<file path="src/rtl/alu_share_arbiter_if.sv">
// Request, ALU-side and response signals of the shared-ALU arbiter.
// The slave modport is the arbiter's view; master is the issue/ALU/consumer side.
interface alu_share_arbiter_if #(
  parameter int WIDTH  = 32,
  parameter int CTRL_W = 6
);
  logic              req0_valid;
  logic              req1_valid;
  logic              req0_ready;
  logic              req1_ready;
  logic [CTRL_W-1:0] req0_ctrl;
  logic [CTRL_W-1:0] req1_ctrl;
  logic              req0_branch_op;
  logic              req1_branch_op;
  logic [WIDTH-1:0]  req0_a;
  logic [WIDTH-1:0]  req0_b;
  logic [WIDTH-1:0]  req1_a;
  logic [WIDTH-1:0]  req1_b;

  logic              alu_branch_op;
  logic [CTRL_W-1:0] alu_ctrl;
  logic [WIDTH-1:0]  alu_opA;
  logic [WIDTH-1:0]  alu_opB;
  logic [WIDTH-1:0]  alu_result;
  logic              alu_branch;

  logic              rsp_valid;
  logic              rsp_ready;
  logic              rsp_id;
  logic [WIDTH-1:0]  rsp_result;
  logic              rsp_branch;

  modport slave (
    input  req0_valid, req1_valid,
    input  req0_ctrl, req1_ctrl,
    input  req0_branch_op, req1_branch_op,
    input  req0_a, req0_b, req1_a, req1_b,
    output req0_ready, req1_ready,
    output alu_branch_op, alu_ctrl, alu_opA, alu_opB,
    input  alu_result, alu_branch,
    output rsp_valid, rsp_id, rsp_result, rsp_branch,
    input  rsp_ready
  );

  modport master (
    output req0_valid, req1_valid,
    output req0_ctrl, req1_ctrl,
    output req0_branch_op, req1_branch_op,
    output req0_a, req0_b, req1_a, req1_b,
    input  req0_ready, req1_ready,
    input  alu_branch_op, alu_ctrl, alu_opA, alu_opB,
    output alu_result, alu_branch,
    input  rsp_valid, rsp_id, rsp_result, rsp_branch,
    output rsp_ready
  );
endinterface

</file>
<file path="src/rtl/alu_share_arbiter.sv">
// Round-robin arbiter sharing one combinational ALU between the execute stage (id 0)
// and the branch/address unit (id 1); one op in flight, result returned with its id.
module alu_share_arbiter #(
  parameter int WIDTH  = 32,
  parameter int CTRL_W = 6
) (
  input  logic                clock,
  input  logic                reset_n,
  alu_share_arbiter_if.slave  bus
);

  typedef enum logic [1:0] {
    IDLE = 2'd0,
    EXEC = 2'd1,
    RESP = 2'd2
  } state_e;

  state_e            state_q, state_d;
  logic              last_q, last_d;
  logic              alu_branch_op_q, alu_branch_op_d;
  logic [CTRL_W-1:0] alu_ctrl_q, alu_ctrl_d;
  logic [WIDTH-1:0]  alu_opa_q, alu_opa_d;
  logic [WIDTH-1:0]  alu_opb_q, alu_opb_d;
  logic              rsp_id_q, rsp_id_d;
  logic [WIDTH-1:0]  rsp_result_q, rsp_result_d;
  logic              rsp_branch_q, rsp_branch_d;

  logic gnt0;
  logic gnt1;
  logic accept;
  logic capture;
  logic ready0;
  logic ready1;
  logic rsp_valid;

  // On contention the requester that did not win last time is favoured.
  always_comb begin
    gnt0 = bus.req0_valid && (!bus.req1_valid || last_q);
    gnt1 = bus.req1_valid && (!bus.req0_valid || !last_q);
  end

  always_ff @(posedge clock or negedge reset_n) begin
    if (!reset_n) begin
      state_q <= IDLE;
    end else begin
      state_q <= state_d;
    end
  end

  always_comb begin
    state_d = state_q;
    case (state_q)
      IDLE:    if (gnt0 || gnt1) state_d = EXEC;
      EXEC:    state_d = RESP;
      RESP:    if (bus.rsp_ready) state_d = IDLE;
      default: state_d = IDLE;
    endcase
  end

  // Readies are masked by reset_n so they read 0 while reset is held.
  always_comb begin
    ready0    = 1'b0;
    ready1    = 1'b0;
    accept    = 1'b0;
    capture   = 1'b0;
    rsp_valid = 1'b0;
    case (state_q)
      IDLE: begin
        ready0 = reset_n && gnt0;
        ready1 = reset_n && gnt1;
        accept = gnt0 || gnt1;
      end
      EXEC:    capture   = 1'b1;
      RESP:    rsp_valid = 1'b1;
      default: ;
    endcase
  end

  always_comb begin
    last_d          = last_q;
    alu_branch_op_d = alu_branch_op_q;
    alu_ctrl_d      = alu_ctrl_q;
    alu_opa_d       = alu_opa_q;
    alu_opb_d       = alu_opb_q;
    rsp_id_d        = rsp_id_q;
    rsp_result_d    = rsp_result_q;
    rsp_branch_d    = rsp_branch_q;
    if (accept) begin
      last_d   = gnt1;
      rsp_id_d = gnt1;
      if (gnt1) begin
        alu_branch_op_d = bus.req1_branch_op;
        alu_ctrl_d      = bus.req1_ctrl;
        alu_opa_d       = bus.req1_a;
        alu_opb_d       = bus.req1_b;
      end else begin
        alu_branch_op_d = bus.req0_branch_op;
        alu_ctrl_d      = bus.req0_ctrl;
        alu_opa_d       = bus.req0_a;
        alu_opb_d       = bus.req0_b;
      end
    end
    // The ALU may raise branch for any compare; only branch ops report it.
    if (capture) begin
      rsp_result_d = bus.alu_result;
      rsp_branch_d = bus.alu_branch & alu_branch_op_q;
    end
  end

  always_ff @(posedge clock or negedge reset_n) begin
    if (!reset_n) begin
      last_q          <= 1'b1;
      alu_branch_op_q <= 1'b0;
      alu_ctrl_q      <= '0;
      alu_opa_q       <= '0;
      alu_opb_q       <= '0;
      rsp_id_q        <= 1'b0;
      rsp_result_q    <= '0;
      rsp_branch_q    <= 1'b0;
    end else begin
      last_q          <= last_d;
      alu_branch_op_q <= alu_branch_op_d;
      alu_ctrl_q      <= alu_ctrl_d;
      alu_opa_q       <= alu_opa_d;
      alu_opb_q       <= alu_opb_d;
      rsp_id_q        <= rsp_id_d;
      rsp_result_q    <= rsp_result_d;
      rsp_branch_q    <= rsp_branch_d;
    end
  end

  assign bus.req0_ready    = ready0;
  assign bus.req1_ready    = ready1;
  assign bus.alu_branch_op = alu_branch_op_q;
  assign bus.alu_ctrl      = alu_ctrl_q;
  assign bus.alu_opA       = alu_opa_q;
  assign bus.alu_opB       = alu_opb_q;
  assign bus.rsp_valid     = rsp_valid;
  assign bus.rsp_id        = rsp_id_q;
  assign bus.rsp_result    = rsp_result_q;
  assign bus.rsp_branch    = rsp_branch_q;

  a_ready_exclusive: assert property (@(posedge clock) disable iff (!reset_n)
    !(bus.req0_ready && bus.req1_ready));

  a_rsp_stable: assert property (@(posedge clock) disable iff (!reset_n)
    (bus.rsp_valid && !bus.rsp_ready) |=> (bus.rsp_valid && $stable(bus.rsp_result)
                                          && $stable(bus.rsp_id) && $stable(bus.rsp_branch)));

endmodule
</file>
<file path="src/flat_wrapper.sv">
// flat-port wrapper written by rule: the top's interface ports become plain ports
module alu_share_arbiter_flat 
#(
  parameter int WIDTH  = 32,
  parameter int CTRL_W = 6
)
  (clock, reset_n, bus_req0_valid, bus_req1_valid, bus_req0_ctrl, bus_req1_ctrl, bus_req0_branch_op, bus_req1_branch_op, bus_req0_a, bus_req0_b, bus_req1_a, bus_req1_b, bus_req0_ready, bus_req1_ready, bus_alu_branch_op, bus_alu_ctrl, bus_alu_opA, bus_alu_opB, bus_alu_result, bus_alu_branch, bus_rsp_valid, bus_rsp_id, bus_rsp_result, bus_rsp_branch, bus_rsp_ready);
  alu_share_arbiter_if #(.WIDTH(WIDTH), .CTRL_W(CTRL_W)) bus_i ();
  input  logic clock;
  input  logic reset_n;
  input wire logic [$bits(bus_i.req0_valid)-1:0] bus_req0_valid;
  input wire logic [$bits(bus_i.req1_valid)-1:0] bus_req1_valid;
  input wire logic [$bits(bus_i.req0_ctrl)-1:0] bus_req0_ctrl;
  input wire logic [$bits(bus_i.req1_ctrl)-1:0] bus_req1_ctrl;
  input wire logic [$bits(bus_i.req0_branch_op)-1:0] bus_req0_branch_op;
  input wire logic [$bits(bus_i.req1_branch_op)-1:0] bus_req1_branch_op;
  input wire logic [$bits(bus_i.req0_a)-1:0] bus_req0_a;
  input wire logic [$bits(bus_i.req0_b)-1:0] bus_req0_b;
  input wire logic [$bits(bus_i.req1_a)-1:0] bus_req1_a;
  input wire logic [$bits(bus_i.req1_b)-1:0] bus_req1_b;
  output wire logic [$bits(bus_i.req0_ready)-1:0] bus_req0_ready;
  output wire logic [$bits(bus_i.req1_ready)-1:0] bus_req1_ready;
  output wire logic [$bits(bus_i.alu_branch_op)-1:0] bus_alu_branch_op;
  output wire logic [$bits(bus_i.alu_ctrl)-1:0] bus_alu_ctrl;
  output wire logic [$bits(bus_i.alu_opA)-1:0] bus_alu_opA;
  output wire logic [$bits(bus_i.alu_opB)-1:0] bus_alu_opB;
  input wire logic [$bits(bus_i.alu_result)-1:0] bus_alu_result;
  input wire logic [$bits(bus_i.alu_branch)-1:0] bus_alu_branch;
  output wire logic [$bits(bus_i.rsp_valid)-1:0] bus_rsp_valid;
  output wire logic [$bits(bus_i.rsp_id)-1:0] bus_rsp_id;
  output wire logic [$bits(bus_i.rsp_result)-1:0] bus_rsp_result;
  output wire logic [$bits(bus_i.rsp_branch)-1:0] bus_rsp_branch;
  input wire logic [$bits(bus_i.rsp_ready)-1:0] bus_rsp_ready;
  assign bus_i.req0_valid = bus_req0_valid;
  assign bus_i.req1_valid = bus_req1_valid;
  assign bus_i.req0_ctrl = bus_req0_ctrl;
  assign bus_i.req1_ctrl = bus_req1_ctrl;
  assign bus_i.req0_branch_op = bus_req0_branch_op;
  assign bus_i.req1_branch_op = bus_req1_branch_op;
  assign bus_i.req0_a = bus_req0_a;
  assign bus_i.req0_b = bus_req0_b;
  assign bus_i.req1_a = bus_req1_a;
  assign bus_i.req1_b = bus_req1_b;
  assign bus_req0_ready = bus_i.req0_ready;
  assign bus_req1_ready = bus_i.req1_ready;
  assign bus_alu_branch_op = bus_i.alu_branch_op;
  assign bus_alu_ctrl = bus_i.alu_ctrl;
  assign bus_alu_opA = bus_i.alu_opA;
  assign bus_alu_opB = bus_i.alu_opB;
  assign bus_i.alu_result = bus_alu_result;
  assign bus_i.alu_branch = bus_alu_branch;
  assign bus_rsp_valid = bus_i.rsp_valid;
  assign bus_rsp_id = bus_i.rsp_id;
  assign bus_rsp_result = bus_i.rsp_result;
  assign bus_rsp_branch = bus_i.rsp_branch;
  assign bus_i.rsp_ready = bus_rsp_ready;
  alu_share_arbiter #(.WIDTH(WIDTH), .CTRL_W(CTRL_W)) u_core (.clock(clock), .reset_n(reset_n), .bus(bus_i));
endmodule
</file>
<file path="config.mk">
export PLATFORM = sky130hd
export DESIGN_NAME = alu_share_arbiter_flat
export DESIGN_NICKNAME = d
export VERILOG_FILES = /design/src/rtl/alu_share_arbiter_if.sv /design/src/rtl/alu_share_arbiter.sv /design/src/flat_wrapper.sv
export SDC_FILE = /design/constraint.sdc
export NUM_CORES = 1
export LEC_CHECK = 0
export BUFFER_PORTS_ARGS = -buffer_cell sky130_fd_sc_hd__buf_4
export CORE_MARGIN = 4
export CORE_UTILIZATION = 31
export CTS_BUF_LIST = sky130_fd_sc_hd__clkbuf_16
export CTS_CLUSTER_DIAMETER = 120
export DETAILED_ROUTE_END_ITERATION = 16
export HOLD_SLACK_MARGIN = 0.03
export REMOVE_ABC_BUFFERS = 1
export SYNTH_ARGS = -nofsm -noshare
export SYNTH_HDL_FRONTEND = slang
export SYNTH_SLANG_ARGS = --single-unit
</file>
<file path="constraint.sdc">
create_clock -name clock -period 2.3 [get_ports clock]
set_clock_uncertainty 0.1 [all_clocks]
set_input_delay 0.23 -clock clock [delete_from_list [all_inputs] [get_ports clock]]
set_output_delay 0.23 -clock clock [all_outputs]
set_load 0.05 [all_outputs]
</file>
Yosys cells after proc, flatten, opt, wreduce, memory -nomap -nowiden:

Index checks and enable logic that the tools add are counted.

* memory bits (writable): 0
* logic and storage cells: 38
* output and inout bits: 108
* memory bits (read-only): 0
* flip-flop bits (word level): 108
* bits of input ports: 180
* latch bits: 0
* memories kept: 0

* shifts and indexed selects: 0
* reduce and logical (&&, ||, !) cells: 12
* add/subtract/negate cells: 0
* $mul: 0
* bitwise logic cells: 1
* equality and inequality tests: 4
* div/mod/pow operators: 0
* magnitude comparators: 0
* multiplexer cells: 12

Operators with widths (number)
* 32-bit two-way mux: 2
* 1-bit two-way mux: 6
* 6-bit two-way mux: 1
* 2-bit one-hot mux with 3 select lines: 1
* 1-bit logical AND: 4
* 2-bit two-way mux: 2
* 1-bit logical NOT: 3
* 1-bit logical OR: 3
* 2-bit by 1-bit equality test with 1-bit output, second input constant: 1
* 2-bit equality test, second input constant: 1
* 2-bit logical NOT: 1
* 2-bit by 1-bit != test with 1-bit output, second input constant: 1
* 2-bit != test, second input constant: 1
* 2-bit AND reduction: 1
* 1-bit AND: 1

Logic depth before layout (Yosys ltp):

Gate-level depths: netlist (run 1).

* word-level depth: 6
* mapped depth: 5
* gate-level depth less buffers: 3

Least setup slack after synthesis (run 1):

Ideal clock, no wire load.

* path kind: register -> output
* start: register u_core.last_q
* end: output bus_req1_ready
* arrival: 1.474 ns
* path buffers: 2
* slack: 0.496 ns
* required time: 1.970 ns
* stages on the path, launching flop included: 5
* path through: dfstp_2 a21bo_1 buf_6 buf_6 nor2_1

* word-level cells in the longest chain between the ends: 5

RTL lines
* start: declaration: line alu_share_arbiter.sv:19 `logic last_q, last_d;`
* start signal: assignment: line alu_share_arbiter.sv:121 `last_q <= last_d;`
* 1-bit logical NOT: line alu_share_arbiter.sv:39 `gnt1 = bus.req1_valid && (!bus.req0_valid || !last_q);`
* 1-bit logical OR: line alu_share_arbiter.sv:39
* 1-bit logical AND: line alu_share_arbiter.sv:39
* 1-bit logical AND: line alu_share_arbiter.sv:70 `ready1 = reset_n && gnt1;`
* 1-bit two-way mux: line alu_share_arbiter.sv:67 `case (state_q)`
* end: declaration: line flat_wrapper.sv:22 `output wire logic [$bits(bus_i.req1_ready)-1:0] bus_req1_ready;`

Every way passes these cells.

Worst setup path after layout (run 1):

* start: register u_core.last_q
* end: register u_core.alu_branch_op_q, in the netlist u_core.bus.alu_branch_op

* word-level cells in the longest chain between the ends: 5
* elaborated cells between the ends (all ways): 8
* classes of those cells: mux (2); reduce/logical (6)

RTL lines
* 1-bit logical NOT: line alu_share_arbiter.sv:39
* 1-bit logical OR: line alu_share_arbiter.sv:39
* 1-bit logical AND: line alu_share_arbiter.sv:39
* 1-bit logical OR: line alu_share_arbiter.sv:71 `accept = gnt0 || gnt1;`
* 1-bit two-way mux: line alu_share_arbiter.sv:67
* end signal: assignment: line alu_share_arbiter.sv:122 `alu_branch_op_q <= alu_branch_op_d;`
* end: declaration: line alu_share_arbiter.sv:20 `logic alu_branch_op_q, alu_branch_op_d;`

Several ways; a longest one is shown, not always the timed one.
A chain may end at the register's enable or synchronous reset.

==> results of run 1 <==
==> flip-flops by register name, summed over array words and instances (netlist names) <==
signal	flops
u_core.bus.alu_ctrl	6
u_core.bus.rsp_branch	1
u_core.bus.rsp_result	32
u_core.bus.alu_branch_op	1
u_core.last_q	1
u_core.state_q	2
u_core.bus.rsp_id	1
u_core.bus.alu_opA	32
u_core.bus.alu_opB	32
==> cells in the mapped netlist <==
cell and count:
a21oi_1 1, a21bo_1 1, clkbuf_1 2, nand2_1 3
o21a_1 1, dfrtp_1 107, mux2_4 69, nor2_1 3
inv_1 2, buf_2 10, dfstp_2 1, nand2b_1 2
mux2_2 107, buf_6 8, o21ai_0 3
==> power groups by stage <==
stage	combinational [mW]	sequential (mW)	clock [mW]
global route	8.21	3.53	1.76
CTS	7.98	3.41	1.69
floorplan	2.16	6.73	0
global placement	7.84	3.41	0
finish	7.88	3.40	1.62
detailed placement	7.93	3.44	0
==> cell type report <==
cell class	count	area (um2)
Antenna cell	1	2.50
Multi-Input combinational cell	190	2330
Sequential cell	108	2700
Fill cell	1465	7870
Clock inverter	7	83.8
Clock buffer	9	225
Tap cell	216	270
Inverter	2	7.51
Timing Repair Buffer	330	2630
==> repair_timing <==
item / in CTS / in global routing
hold endpoints to repair: 141 / 0
setup endpoints to repair: 0 / 0
hold buffers: 35 / 0
==> worst max path at each step <==
| stage | start | to | cells after the start |
|---|---|---|---|
| 2_1_floorplan | u_core.last_q | bus_req1_ready | 2 |
| 3_3_place_gp | u_core.last_q | u_core.bus.alu_branch_op | 4 |
| 3_5_place_dp | u_core.last_q | u_core.bus.alu_branch_op | 4 |
| 4_1_cts | u_core.last_q | u_core.bus.alu_branch_op | 4 |
| 5_1_grt | u_core.last_q | u_core.bus.alu_branch_op | 4 |
| 6_report | u_core.last_q | u_core.bus.alu_branch_op | 4 |
==> critical path, stage by stage (launching register included) <==
cell	delay [ns]
dfstp_2	0.56
a21bo_4	0.29
buf_12	0.28
mux2_2	0.36
mux2_2	0.26
==> cell families (layout without fill, tap and decap cells) <==
| logic type | Yosys count | count (layout) | share of synthesized area [%] |
|---|---|---|---|
| other cells | 0 | 1 | 0 |
| buf+inv | 22 | 348 | 3.00 |
| compound gates | 6 | 6 | 0.726 |
| flops | 108 | 108 | 52.3 |
| simple gates | 8 | 8 | 0.677 |
| mux | 176 | 176 | 43.3 |
==> through the flow <==
stage / hold slack (ns) / TNS (ns) / std cells
4_1_cts: 0.110 / 0 / 862
5_1_grt: 0.113 / 0 / 862
6_report: 0.129 / 0 / 863
3_3_place_gp: 0.270 / 0 / 811
3_5_place_dp: 0.284 / 0 / 811
2_1_floorplan: -0.166 / -95.16 / 300
==> routing by layer <==
metal / routed length (um) / vias up / global-route usage (%)
li1: - / 1781 / -
met2: 7940 / 146 / 27.2
met5: 0 / - / 0
met1: 5120 / 1819 / 16.1
met4: 364 / 0 / 5.76
met3: 1090 / 23 / 4.38
==> results_dict.tcl, run 1 <==
set metrics [dict create \
    rsz0062_at_grt "no" \
    crit_path_start_kind "flop" \
    num_rows 46 \
    min_path_type "input port to flop" \
    cts_root_buf "clkbuf_16" \
    p_per_area_nw_per_um2 1560 \
    numPortBuffers 287 \
    drt_iter0_drc 76 \
    power_frac_seq_pct 26.4 \
    htree_levels 3 \
    grt_max_degree 109 \
    utilization_pct 51.2 \
    place_ws_ns 0.296 \
    initial_core_util_pct 32.1 \
    finish.instance_area_um2 8250 \
    synth_seq_cells 108 \
    hold_viol_final 0 \
    yosysWarnings 0 \
    syn_inst 320 \
    cellLeakagePower_nw 4.06 \
    drive_above_1_share_pct 75.9 \
    antenna_found_initial 0 \
    combPwrFrac_pct 61.1 \
    nNetsFinal 821 \
    die_h_um 137 \
    drcViolationCount 0 \
    post_cts_buffers 0 \
    post_dp_cell_area_um2 7590 \
    ys_seq_area_share_pct 52.3 \
    hpwl_mm 11.1 \
    maxSlewViolCount 0 \
    status "finished clean" \
    insertion_delay_ns 0.35 \
    max_freq_mhz 504 \
    worstHoldPathCells 3 \
    swShare_pct 47.7 \
    yosys.area.top_type "dfrtp_1" \
    internal_power_mw 6.74 \
    via_per_inst 4.37 \
    ios 288 \
    critPathKind "flop to flop" \
    path_max_fanout 32 \
    avgSynthCellArea_um2 16.2 \
    peakVddDrop_uv 745 \
    grt_pass1_vias 4204 \
    syn2layout_area_growth_pct 59.5 \
    finalWirelength_mm 14.5 \
    period_share_pct 86.3 \
    setup_ws_ns 0.315 \
    min-delay-start "bus_req0_b[16]" \
    setup_viol 0 \
    first_pass_iters 4 \
    grt_pass1_wl_mm 21.8 \
    cts_resized 0 \
    timing.rr.start "u_core.last_q" \
    cts_max_path_buffers 2 \
    chipWidth_um 137 \
    synth_top_cell_area_share_pct 51.8 \
    ys_types 15 \
    cts.clk_slew.worst_paths_ns 0.08 \
    r2r_setup_slack_ns 0.32 \
    worst_slew_pin_slew_ns 0.574 \
    synth_area_um2 5170 \
    period_minus_slack_ns 1.98 \
    clkPwrFrac_pct 12.6 \
    whs_endpoint "u_core.bus.alu_opB[16]" \
    die_area_um2 18800 \
    cts.sinks 108 \
    cp-end-kind "flop" \
    p_total_mw 12.9 \
    relSlewSlack_pct 61.7 \
    cts_tree "built" \
    r2r-end "u_core.bus.alu_branch_op" \
    synth_area_leaders "dfrtp_1 52%, mux2_2 23%, mux2_4 20%, buf_6 1.7%, buf_2 0.97%" \
    crit_required_ns 2.44 \
    grt_use_total_pct 14.9 \
    cap_violations 0 \
    mostFrequentLayoutCell "buf_4" \
    ant_nets 0 \
    core-area_um2 16100 \
    place_congestion 0.718 \
    r2r_cells 4 \
    cp_data_arrival_time_ns 2.12 \
    cts_buffers 9 \
    vias 3769 \
    overflow 0 \
    power.switching_mw 6.15 \
    drt-wirelength-per-cell_um 16.8 \
    layout_common_cells "290 x buf_4, 107 x mux2_2, 107 x dfrtp_1" \
]
(Power assumes the default switching activity.)
==> run 2: changes to the inputs <==
--- a/config.mk
+++ b/config.mk
@@ -12,6 +12,7 @@
 export CTS_CLUSTER_DIAMETER = 120
 export DETAILED_ROUTE_END_ITERATION = 16
 export HOLD_SLACK_MARGIN = 0.03
+export RECOVER_POWER = 25
 export REMOVE_ABC_BUFFERS = 1
 export SYNTH_ARGS = -nofsm -noshare
 export SYNTH_HDL_FRONTEND = slang
==> run 2 against run 1 <==
Effect of this change: via count is the same; power is essentially flat; final area is essentially flat; final cell count is the same; core utilization is essentially flat; non-clock buffer count is the same; worst hold slack is the same; global-route usage is the same; critical path type unchanged.
==> results_dict.tcl, run 2 (same netlist as run 1, synthesis figures left out) <==
set metrics [dict create \
    status "finished clean" \
    cts_root_buf "clkbuf_16" \
    die_area_um2 18800 \
    min_path_type "input port to flop" \
    chipWidth_um 137 \
    relSlewSlack_pct 61.7 \
    finalWirelength_mm 14.5 \
    grt_use_total_pct 14.9 \
    htree_levels 3 \
    period_minus_slack_ns 1.98 \
    hold_viol_final 0 \
    cellLeakagePower_nw 4.05 \
    overflow 0 \
    syn2layout_area_growth_pct 59.4 \
    min-delay-start "bus_req0_b[16]" \
    worst_slew_pin_slew_ns 0.575 \
    place_congestion 0.718 \
    ios 288 \
    critPathMaxStageDelay_ns 0.56 \
    maxSlewViolCount 0 \
    cts_buffers 9 \
    cts_max_path_buffers 2 \
    tns_ns 0 \
    first_pass_iters 4 \
    whs_endpoint "u_core.bus.alu_opB[16]" \
    worstHoldPathCells 3 \
    num_rows 46 \
    r2r_setup_slack_ns 0.32 \
    grt_pass1_wl_mm 21.8 \
    critPathKind "flop to flop" \
    setup_viol 0 \
    grt_max_degree 109 \
    post_cts_buffers 0 \
    cp-end-kind "flop" \
    crit_chain "a21bo_4 -> buf_12 -> mux2_2 -> mux2_2" \
    via_per_inst 4.37 \
    initial_core_util_pct 32.1 \
    vias 3769 \
    max_freq_mhz 504 \
    layout_common_cells "289 x buf_4, 107 x mux2_2, 107 x dfrtp_1" \
    setup_ws_ns 0.315 \
    hpwl_mm 11.1 \
    p_per_area_nw_per_um2 1560 \
    cts_tree "built" \
    drt-wirelength-per-cell_um 16.8 \
    drt_iter0_drc 76 \
    crit_path_start_kind "flop" \
    insertion_delay_ns 0.35 \
    antenna_found_initial 0 \
    crit_top_cell "mux2_2" \
    grt_pass1_vias 4204 \
    timing.rr.start "u_core.last_q" \
    place_ws_ns 0.296 \
    core-area_um2 16100 \
    critPathSlowestCell "dfstp_2" \
    cts.clk_slew.worst_paths_ns 0.08 \
    cap_violations 0 \
    drive_above_1_share_pct 75.7 \
    rsz0062_at_grt "no" \
    r2r_cells 4 \
    p_total_mw 12.9 \
    r2r-end "u_core.bus.alu_branch_op" \
    cp_data_arrival_time_ns 2.12 \
    cts_resized 0 \
    peakVddDrop_uv 745 \
    die_h_um 137 \
    path_max_fanout 32 \
    period_share_pct 86.3 \
    nNetsFinal 821 \
    mostFrequentLayoutCell "buf_4" \
    crit_required_ns 2.44 \
    numPortBuffers 287 \
    postCtsHoldBufs 35 \
    ant_nets 0 \
    cts.sinks 108 \
    drcViolationCount 0 \
]
==> run 2: final cells by class <==
type	instances	area (um2)
multi-input combinational	190	2330
sequential	108	2700
clock inverter	7	83.8
timing repair buffer	330	2620
inverter	2	7.51
clock buffer	9	225
antenna	1	2.50
tap	216	270
fill	1465	7870
==> run 2: worst max path at each step <==
stage	depth (start not counted)	from	slack, ns	to
finish	4	u_core.last_q	0.32	u_core.bus.alu_branch_op
global route	4	u_core.last_q	0.25	u_core.bus.alu_branch_op
CTS	4	u_core.last_q	0.28	u_core.bus.alu_branch_op
detailed placement	4	u_core.last_q	0.30	u_core.bus.alu_branch_op
global placement	4	u_core.last_q	0.30	u_core.bus.alu_branch_op
floorplan	2	u_core.last_q	-1.68	bus_req1_ready
==> run 2: power breakdown <==
| part | switching [mW] | leakage [nW] | total (mW) | internal (mW) |
|---|---|---|---|---|
| Sequential | 0.504 | 1.26 | 3.40 | 2.89 |
| Combinational | 4.89 | 2.64 | 7.87 | 2.98 |
| Clock | 0.754 | 0.154 | 1.62 | 0.867 |
| Total | 6.15 | 4.05 | 12.9 | 6.74 |
==> run 2: layer usage <==
layer  part of all wire [%]  track usage, %  vias to the layer above
met5                      0               0                        -
met4                    2.5            5.76                        0
met3                    7.5            4.38                       23
met2                     55            27.2                      146
met1                     35            16.1                     1819
li1                       -               -                     1781
==> run 2: stage by stage <==
| stage | utilization (%) | std cells | cell area [um2] | hold WS (ns) |
|---|---|---|---|---|
| after CTS | 51.2 | 862 | 8250 | 0.110 |
| final | 51.2 | 863 | 8240 | 0.129 |
| after floorplan | - | 300 | 5020 | -0.166 |
| after detailed placement | 47.1 | 811 | 7590 | 0.284 |
| after global placement | 47.1 | 811 | 7590 | 0.270 |
| after global routing | 51.1 | 862 | 8240 | 0.113 |
==> run 2: worst max-delay path: cells and delay by family, from the launching register on <==
family	cells	cell delay, ns
flops	1	0.56
mux	2	0.62
compound gates	1	0.29
buf+inv	1	0.28
==> run 3: changes to the inputs <==
--- a/config.mk
+++ b/config.mk
@@ -5,13 +5,14 @@
 export SDC_FILE = /design/constraint.sdc
 export NUM_CORES = 1
 export LEC_CHECK = 0
-export BUFFER_PORTS_ARGS = -buffer_cell sky130_fd_sc_hd__buf_4
+export BUFFER_PORTS_ARGS = -buffer_cell sky130_fd_sc_hd__buf_2
 export CORE_MARGIN = 4
 export CORE_UTILIZATION = 31
 export CTS_BUF_LIST = sky130_fd_sc_hd__clkbuf_16
 export CTS_CLUSTER_DIAMETER = 120
 export DETAILED_ROUTE_END_ITERATION = 16
 export HOLD_SLACK_MARGIN = 0.03
+export MAX_ROUTING_LAYER = met4
 export RECOVER_POWER = 25
 export REMOVE_ABC_BUFFERS = 1
 export SYNTH_ARGS = -nofsm -noshare
==> run 3 against run 2 <==
Effect of this change: die area is the same; clock power is essentially flat; clock-buffer cell count is the same; highest routed layer unchanged.
==> results_dict.tcl, run 3 (same netlist as run 1, synthesis figures left out) <==
set metrics [dict create \
    r2r-end "u_core.bus.alu_branch_op" \
    cts_resized 0 \
    peakVddDrop_uv 850 \
    crit_required_ns 1.97 \
    cp_top_family "flip-flops" \
    initial_core_util_pct 32.1 \
    crit_cells 4 \
    first_pass_iters 4 \
    critPathKind "flop to output pin" \
    layout_common_cells "286 x buf_2, 107 x mux2_2, 107 x dfrtp_1" \
    grt_max_degree 109 \
    cts.sinks 108 \
    r2r_cells 4 \
    cellLeakagePower_nw 3.79 \
    hold_viol_final 0 \
    nNetsFinal 821 \
    antenna_found_initial 0 \
    core-area_um2 16100 \
    hold_slack_ns 0.129 \
    ant_nets 0 \
    crit_chain "a21bo_4 -> buf_4 -> nor2_1 -> buf_2" \
    startpoint "u_core.last_q" \
    tns_ns 0 \
    ios 288 \
    die_h_um 137 \
    rsz0062_at_grt "no" \
    max_freq_mhz 510 \
    drive_above_1_share_pct 75.9 \
    period_share_pct 85.3 \
    cts_buffers 9 \
    r2r_setup_slack_ns 0.37 \
    min_path_type "input port to flop" \
    chipWidth_um 137 \
    postCtsHoldBufs 35 \
    p_per_area_nw_per_um2 1620 \
    maxSlewViolCount 0 \
    cap_violations 0 \
    cp_data_arrival_time_ns 1.63 \
    worst_slew_pin_slew_ns 1.35 \
    grt_use_total_pct 14.7 \
    crit_path_start_kind "flop" \
    cts_max_path_buffers 2 \
    drt-wirelength-per-cell_um 15.9 \
    hpwl_mm 10.5 \
    insertion_delay_ns 0.34 \
    period_minus_slack_ns 1.96 \
    critPathMaxStageDelay_ns 0.56 \
    drt_iter0_drc 99 \
    cts_tree "built" \
    timing.rr.start "u_core.last_q" \
    relSlewSlack_pct 9.94 \
    overflow 0 \
    grt_pass1_vias 4308 \
    worst-path-buf-inv 2 \
    htree_levels 3 \
    setup_viol 0 \
    grt_pass1_wl_mm 21.3 \
    worstHoldPathCells 3 \
    drcViolationCount 0 \
    finalWirelength_mm 13.7 \
    cts_root_buf "clkbuf_16" \
    cp-end-kind "output pin" \
    place_inst 811 \
    syn2layout_area_growth_pct 45.1 \
    endpoint "bus_req1_ready" \
    place_congestion 0.798 \
    status "finished clean" \
    cts.clk_slew.worst_paths_ns 0.08 \
    path_max_fanout 10 \
    num_rows 46 \
    post_cts_buffers 0 \
    mostFrequentLayoutCell "buf_2" \
    p_total_mw 12.1 \
    via_per_inst 4.42 \
    fin_cells 862 \
    die_area_um2 18800 \
    vias 3806 \
    numPortBuffers 287 \
    diodes 0 \
    critPathSlowestCell "dfstp_2" \
]
==> run 3: cell count changes in the layout (fill, tap and decap cells not counted), sizes merged <==
cell      delta
clkinvlp     +2
buf          +1
inv          -1
clkinv       -1
clkbuf       -1
diode        -1
==> run 3: worst min-delay path by stage <==
stage | startpoint | to | slack [ns]
after floorplan | reset_n | u_core.bus.alu_branch_op | -0.17
after global placement | reset_n | u_core.bus.alu_opB[22] | 0.28
after detailed placement | reset_n | u_core.bus.alu_opB[22] | 0.29
after CTS | bus_req1_b[12] | u_core.bus.alu_opB[12] | 0.11
after global routing | bus_req0_a[9] | u_core.bus.alu_opA[9] | 0.12
final | bus_req1_b[12] | u_core.bus.alu_opB[12] | 0.13
==> run 3: stage by stage <==
step | setup WS, ns | area, um2 | util [%]
floorplan | -1.68 | 5020 | -
global placement | 0.360 | 6860 | 42.6
detailed placement | 0.338 | 6860 | 42.6
CTS | 0.301 | 7520 | 46.7
global route | 0.158 | 7510 | 46.6
finish | 0.338 | 7510 | 46.6
==> run 3: power by group <==
group	total [mW]	switching, mW	internal, mW
Combinational	7.17	4.86	2.31
Sequential	3.35	0.462	2.89
Clock	1.60	0.739	0.864
Total	12.1	6.06	6.06
==> run 3: cell type report <==
| type | count | area (um2) |
|---|---|---|
| Fill cell | 1489 | 8610 |
| Sequential cell | 108 | 2700 |
| Multi-Input combinational cell | 190 | 2330 |
| Timing Repair Buffer | 330 | 1890 |
| Tap cell | 216 | 270 |
| Clock buffer | 9 | 225 |
| Clock inverter | 7 | 85.1 |
| Inverter | 2 | 7.51 |
==> run 3: metal layers <==
| metal | global-route usage [%] | routed length, um | vias to the layer above |
|---|---|---|---|
| met5 | - | 0 | - |
| met4 | 6.26 | 440 | 0 |
| met3 | 3.14 | 852 | 31 |
| met2 | 25.4 | 7450 | 154 |
| met1 | 16.5 | 4980 | 1836 |
| li1 | - | - | 1785 |
==> run 3: worst reg2reg max path, stage by stage, from the launching register on <==
cell	delay, ns
dfstp_2	0.56
a21bo_4	0.26
buf_12	0.26
mux2_2	0.38
mux2_2	0.26
